File: src/rtl/sd_cmd_pkg.sv
// Shared definitions for the SD CMD-line serialiser/deserialiser pair.
//   state_e        : receiver FSM states
//   CRC7_POLY      : x^7 + x^3 + 1 (the x^7 term is implicit)
//   frame indices  : field positions of a 48-bit command/response frame
//   crc7_step      : one serial CRC7 update, shared by both line directions
package sd_cmd_pkg;

  typedef enum logic [1:0] {
    IDLE    = 2'd0,
    RECEIVE = 2'd1,
    DONE    = 2'd2
  } state_e;

  localparam logic [6:0] CRC7_POLY = 7'h09;

  localparam int unsigned FRAME_N   = 48;
  localparam int unsigned START_BIT = 47;
  localparam int unsigned TX_BIT    = 46;
  localparam int unsigned INDEX_HI  = 45;
  localparam int unsigned INDEX_LO  = 40;
  localparam int unsigned ARG_HI    = 39;
  localparam int unsigned ARG_LO    = 8;
  localparam int unsigned CRC_HI    = 7;
  localparam int unsigned CRC_LO    = 1;
  localparam int unsigned END_BIT   = 0;

  // Shift one bit into a CRC7 register (MSB-first serial form).
  function automatic logic [6:0] crc7_step(input logic [6:0] crc, input logic din);
    logic fb;
    fb = din ^ crc[6];
    return {crc[5:0], 1'b0} ^ (fb ? CRC7_POLY : 7'h00);
  endfunction

endpackage

File: src/rtl/sd_crc7.sv
// Serial CRC7 generator/checker.
//   clk, reset : clock, synchronous active-high reset
//   clr        : restart from 0 (combined with en, the bit is folded into 0)
//   en         : fold din into the CRC this cycle
//   din        : serial bit
//   crc        : current CRC register
module sd_crc7
  import sd_cmd_pkg::*;
(
  input  logic       clk,
  input  logic       reset,
  input  logic       clr,
  input  logic       en,
  input  logic       din,
  output logic [6:0] crc
);

  logic [6:0] crc_q;
  logic [6:0] crc_d;
  logic [6:0] base;

  // Next CRC value
  always_comb begin
    base  = clr ? 7'h00 : crc_q;
    crc_d = en ? crc7_step(base, din) : base;
  end

  always_ff @(posedge clk) begin
    if (reset) crc_q <= 7'h00;
    else       crc_q <= crc_d;
  end

  assign crc = crc_q;

endmodule

File: src/rtl/cmd_serial_to_parallel.sv
// SD CMD-line receiver: detects a start bit, shifts in an n-bit frame MSB
// first and presents it with a one-cycle valid strobe plus CRC7/end-bit status.
//   sd_clock   : CMD-line clock
//   reset      : synchronous active-high reset
//   enable     : receiver armed; low aborts a frame in progress
//   serial     : CMD line (idles high, start bit 0)
//   parallel   : last completed frame, bit n-1 received first
//   data_valid : one-cycle strobe qualifying parallel/crc_ok/frame_err
//   crc_ok     : CRC7 over [n-1:8] matched [7:1]
//   frame_err  : end bit of last frame was 0
//   busy       : frame reception in progress
module cmd_serial_to_parallel
  import sd_cmd_pkg::*;
#(
  parameter int unsigned n      = 48,
  parameter bit          CRC_EN = 1'b1
) (
  input  logic         sd_clock,
  input  logic         reset,
  input  logic         enable,
  input  logic         serial,
  output logic [n-1:0] parallel,
  output logic         data_valid,
  output logic         crc_ok,
  output logic         frame_err,
  output logic         busy
);

  localparam int unsigned CW = $clog2(n);

  state_e         state_q, state_d;
  logic [CW-1:0]  cnt_q, cnt_d;
  logic [n-1:0]   shift_q, shift_d;
  logic [n-1:0]   parallel_q, parallel_d;
  logic           data_valid_q, data_valid_d;
  logic           crc_ok_q, crc_ok_d;
  logic           frame_err_q, frame_err_d;
  logic           busy_q, busy_d;

  logic           crc_clr;
  logic           crc_en;
  logic           crc_din;
  logic [6:0]     crc;

  sd_crc7 u_crc (
    .clk   (sd_clock),
    .reset (reset),
    .clr   (crc_clr),
    .en    (crc_en),
    .din   (crc_din),
    .crc   (crc)
  );

  // Next-state and registered-output logic
  always_comb begin
    state_d      = state_q;
    cnt_d        = cnt_q;
    shift_d      = shift_q;
    parallel_d   = parallel_q;
    data_valid_d = 1'b0;
    crc_ok_d     = crc_ok_q;
    frame_err_d  = frame_err_q;
    busy_d       = busy_q;
    crc_clr      = 1'b0;
    crc_en       = 1'b0;
    crc_din      = serial;

    case (state_q)
      IDLE: begin
        // CRC held at zero while idle so every frame starts clean
        crc_clr = 1'b1;
        if (enable && !serial) begin
          shift_d = {shift_q[n-2:0], 1'b0};
          cnt_d   = CW'(n - 2);
          crc_en  = 1'b1;
          crc_din = 1'b0;
          busy_d  = 1'b1;
          state_d = RECEIVE;
        end
      end

      RECEIVE: begin
        if (!enable) begin
          busy_d  = 1'b0;
          state_d = IDLE;
        end else begin
          // cnt_q is the index of the bit being sampled this cycle
          shift_d = {shift_q[n-2:0], serial};
          crc_en  = (cnt_q >= CW'(ARG_LO));
          if (cnt_q == '0) begin
            busy_d  = 1'b0;
            state_d = DONE;
          end else begin
            cnt_d = cnt_q - CW'(1);
          end
        end
      end

      DONE: begin
        data_valid_d = 1'b1;
        parallel_d   = shift_q;
        crc_ok_d     = CRC_EN ? (crc == shift_q[CRC_HI:CRC_LO]) : 1'b1;
        frame_err_d  = ~shift_q[END_BIT];
        busy_d       = 1'b0;
        state_d      = IDLE;
      end

      default: state_d = IDLE;
    endcase
  end

  always_ff @(posedge sd_clock) begin
    if (reset) begin
      state_q      <= IDLE;
      cnt_q        <= '0;
      shift_q      <= '0;
      parallel_q   <= '0;
      data_valid_q <= 1'b0;
      crc_ok_q     <= 1'b0;
      frame_err_q  <= 1'b0;
      busy_q       <= 1'b0;
    end else begin
      state_q      <= state_d;
      cnt_q        <= cnt_d;
      shift_q      <= shift_d;
      parallel_q   <= parallel_d;
      data_valid_q <= data_valid_d;
      crc_ok_q     <= crc_ok_d;
      frame_err_q  <= frame_err_d;
      busy_q       <= busy_d;
    end
  end

  assign parallel   = parallel_q;
  assign data_valid = data_valid_q;
  assign crc_ok     = crc_ok_q;
  assign frame_err  = frame_err_q;
  assign busy       = busy_q;

endmodule

File: config.mk
export PLATFORM = sky130hd
export DESIGN_NAME = cmd_serial_to_parallel
export DESIGN_NICKNAME = d
export VERILOG_FILES = /design/src/rtl/sd_cmd_pkg.sv /design/src/rtl/sd_crc7.sv /design/src/rtl/cmd_serial_to_parallel.sv
export SDC_FILE = /design/constraint.sdc
export NUM_CORES = 1
export LEC_CHECK = 0
export BUFFER_PORTS_ARGS = -buffer_cell sky130_fd_sc_hd__buf_2
export CAP_MARGIN = 20
export CORE_MARGIN = 2
export CORE_UTILIZATION = 41
export DETAILED_ROUTE_END_ITERATION = 8
export PLACE_DENSITY = 0.64
export RECOVER_POWER = 100
export SLEW_MARGIN = 10
export SYNTH_ARGS = -nofsm -noshare
export SYNTH_HDL_FRONTEND = slang
export SYNTH_SLANG_ARGS = --single-unit
File: constraint.sdc
create_clock -name sd_clock -period 3.1 [get_ports sd_clock]
set_clock_uncertainty 0.2 [all_clocks]
set_input_delay 0.465 -clock sd_clock [delete_from_list [all_inputs] [get_ports sd_clock]]
set_output_delay 0.465 -clock sd_clock [all_outputs]
set_load 0.03 [all_outputs]
==> flow_summary.yaml <==
min_path:
  worstHoldStart: "serial"
  hold_path_class: "primary input to flip-flop"
global_route:
  antenna_found_initial: 0
  grt_pass1_vias: 3248
  grt-ovfl-total: 0
  grt_pass1_wl_um: 15300
  grt_max_degree: 78
  grt_usage_pct: 16.6
drt:
  antenna_left: 0
  routedWlPerCell_um: 12.9
  vias: 3411
  finalWirelength_um: 8840
  avgViaCountPerCell: 4.96
  first_pass_iters: 4
  drcViolationCount: 0
  drt_iter0_drc: 204
die:
  rows: 37
  io_pins: 56
  die_y_um: 108
  die_area_um2: 11600
  initial_core_util_pct: 42.5
  core_um2: 10400
  die_x_um: 108
yosys:
  synth_top_family_by_area: "simple AND/OR/NAND/NOR gates"
  ys_types: 38
  synth.area.mux_share_pct: 11.6
  syn_area_per_cell_um2: 8.95
  dominantRegCellSynth: "dfxtp_1"
  synthAdderAreaFrac_pct: 1.70
  async_flop_share_pct: 0
  synth.area.top_cells: "dfxtp_1 52%, mux2i_1 12%, nand2_1 9.3%, a21oi_1 6.5%, nor2_1 4.9%"
  syn_area_um2: 4410
  yosysTopAreaCellShare_pct: 52.2
  synth-xor-area-share_pct: 1.59
  syn_inst: 493
  ys_warn_count: 0
  synth-seq-cells: 115
  synth-compound-area-share_pct: 10.6
  synth_simple_gate_area_share_pct: 18.5
  synth-edff-count: 0
  yosysSeqAreaShare_pct: 52.2
  syn_nets: 503
  synth_top_area_cell: "dfxtp_1"
clock_network:
  cts_resized: 0
  htree_levels: 4
  cts_setup_buffers: 0
  clock-sinks: 115
  clk_latency_ns: 0.51
  cts_buffer_depth: 2
  clk_pin_slew_ns: 0.06
  cts_tree: "done"
  cts-root-buf: "clkbuf_8"
  cts_buffers: 17
  hold_buffers: 0
cells_and_area:
  diodes: 0
  finalNonFillerCells: 688
  mostFrequentLayoutCells: "115 x dfxtp_1, 109 x nand2_1, 58 x nor2_1"
  layout-drive-gt1-share_pct: 7.79
  final_common_cell: "dfxtp_1"
  area.growth.synth_to_final_pct: 19.3
  layout.nets: 549
  fill_cells: 1023
outcome:
  status: "complete, but fails checks"
  violations: "max-capacitance violations, max-slew violations"
run:
  max_cap_violations: 2
worst_setup_path:
  worstReg2RegStart: "state_q[1]"
  worstPathRequired_ns: 3.33
  criticalPathCategory: "flip-flop to flip-flop"
  crit_fanout: 29
  crit_buf_inv: 2
  cp-start-kind: "flip-flop"
  critPathArrivalTime_ns: 2.72
  crit_chain: "inv_1 -> ha_1 -> and2b_1 -> o21ai_2 -> buf_12 -> nand2_1 -> a21oi_1"
  slowest_delay_ns: 0.68
  crit_family: "compound AO/OA/AOI/OAI gates"
  cp-startpoint: "state_q[1]"
  crit_path_end_kind: "flip-flop"
  crit_slowest_cell: "o21ai_2"
sta:
  setup_viol: 0
  whs_ns: 0.116
  tns_ns: 0
  relSlewSlack_pct: -6.74
  max_freq_mhz: 402
  final-hold-violation-count: 0
  finalCriticalPeriod_ns: 2.49
  max_slew.worst_pin.slew_ns: 1.58
  grt_setup_unrepaired: "no"
  report.final.slew_viol_count: 63
  layout_setup_ws_ns: 0.614
  period_share_pct: 80.2
placement:
  dp_slack_ns: 0.730
  portBuffers: 55
  dp_hpwl_um: 5560
  dp.cells: 656
  gp_congestion: 0.800
power_and_ir_drop:
  vdd_ir_drop_max_mv: 0.477
  leakage_uw: 0.00183
  seq_power_share_pct: 40.8
  pwr-share-clk_pct: 49.8
  p_sw_uw: 968
  powerDensity_nw_per_um2: 711
  p_sw_share_pct: 25.9
  intPower_uw: 2770
  comb_power_share_pct: 9.4
cells by family (layout without fill, tap and decap cells):
logic type                 Yosys count  after routing
DFF                                115            115
adders and majority gates            6              6
muxes                               51             51
AOI/OAI and AO/OA                   79             79
xor gates and xnor gates             8              8
buffers and inverters               38             97
and+or+nand+nor                    196            196
layout make-up:
cell class / count / area, um^2 / share of cell area [%]
clock buffers: 20 / 455 / 8.66
clock inverters: 12 / 118 / 2.24
inverters: 6 / 22.5 / 0.428
multi-input cells: 340 / 1930 / 36.7
flip-flops and latches: 115 / 2300 / 43.8
well taps: 136 / 170 / 3.23
repair buffers: 59 / 264 / 5.02
sequential cells by signal, summed over array words and instances, names as in the netlist:
register,cells
shift_q,48
data_valid,1
cnt_q,6
crc_ok,1
u_crc.crc,7
frame_err,1
busy,1
parallel,48
state_q,2
path summary, 6_finish.rpt:
check / end / depth (start not counted) / slack (ns)
setup / recovery: shift_q[29] / 7 / 0.61
hold / removal: u_crc.crc[3] / 3 / 0.12
setup reg to reg: shift_q[29] / 7 / 0.61
hold reg to reg: shift_q[38] / 2 / 0.26
synth_stat cells, types with 2 or more instances:
cell type    n
buf_4        3
buf_2       13
and2b_1      2
clkbuf_1    14
o21ai_0      2
dfxtp_1    115
nand3_1      5
a21o_1       2
mux2i_1     51
nor4_1       2
a22oi_1      2
nor2_1      58
a21oi_1     57
nor2b_1      4
xor2_1       8
a31oi_1      2
a311oi_1     4
a211oi_1     4
nand2_1    109
nand2b_1     3
nor3_1       5
buf_1        2
ha_1         6
inv_1        6
layer usage:
metal / part of all wire, % / up-vias / GRT usage, % / routed length, um
met2: 48 / 72 / 25.6 / 4210
met4: 0.94 / 0 / 7.69 / 83
met3: 5.1 / 8 / 5.08 / 453
met1: 46 / 1587 / 21.2 / 4090
li1: - / 1744 / - / -
met5: 0 / - / 0 / 0
power groups by stage:
stage / clock network, uW / logic, uW / registers, uW
finish: 1860 / 352 / 1530
global route: 1970 / 387 / 1530
CTS: 1890 / 365 / 1530
detailed placement: 0 / 361 / 1560
global placement: 0 / 352 / 1560
floorplan: 0 / 272 / 1570
metrics by stage:
step                total power [uW]  util, %  cell area, um^2
finish                          3740     50.7             5260
global route                    3890     50.7             5260
CTS                             3780     51.7             5360
detailed placement              1920     46.2             4790
global placement                1910     46.2             4790
floorplan                       1840        -             4410
tightest hold or removal path, cell delays in order:
cell,delay [ns]
buf_2,0.17
nand3b_1,0.09
o21ai_0,0.06
No activity file was read; power rests on OpenSTA's default activity.
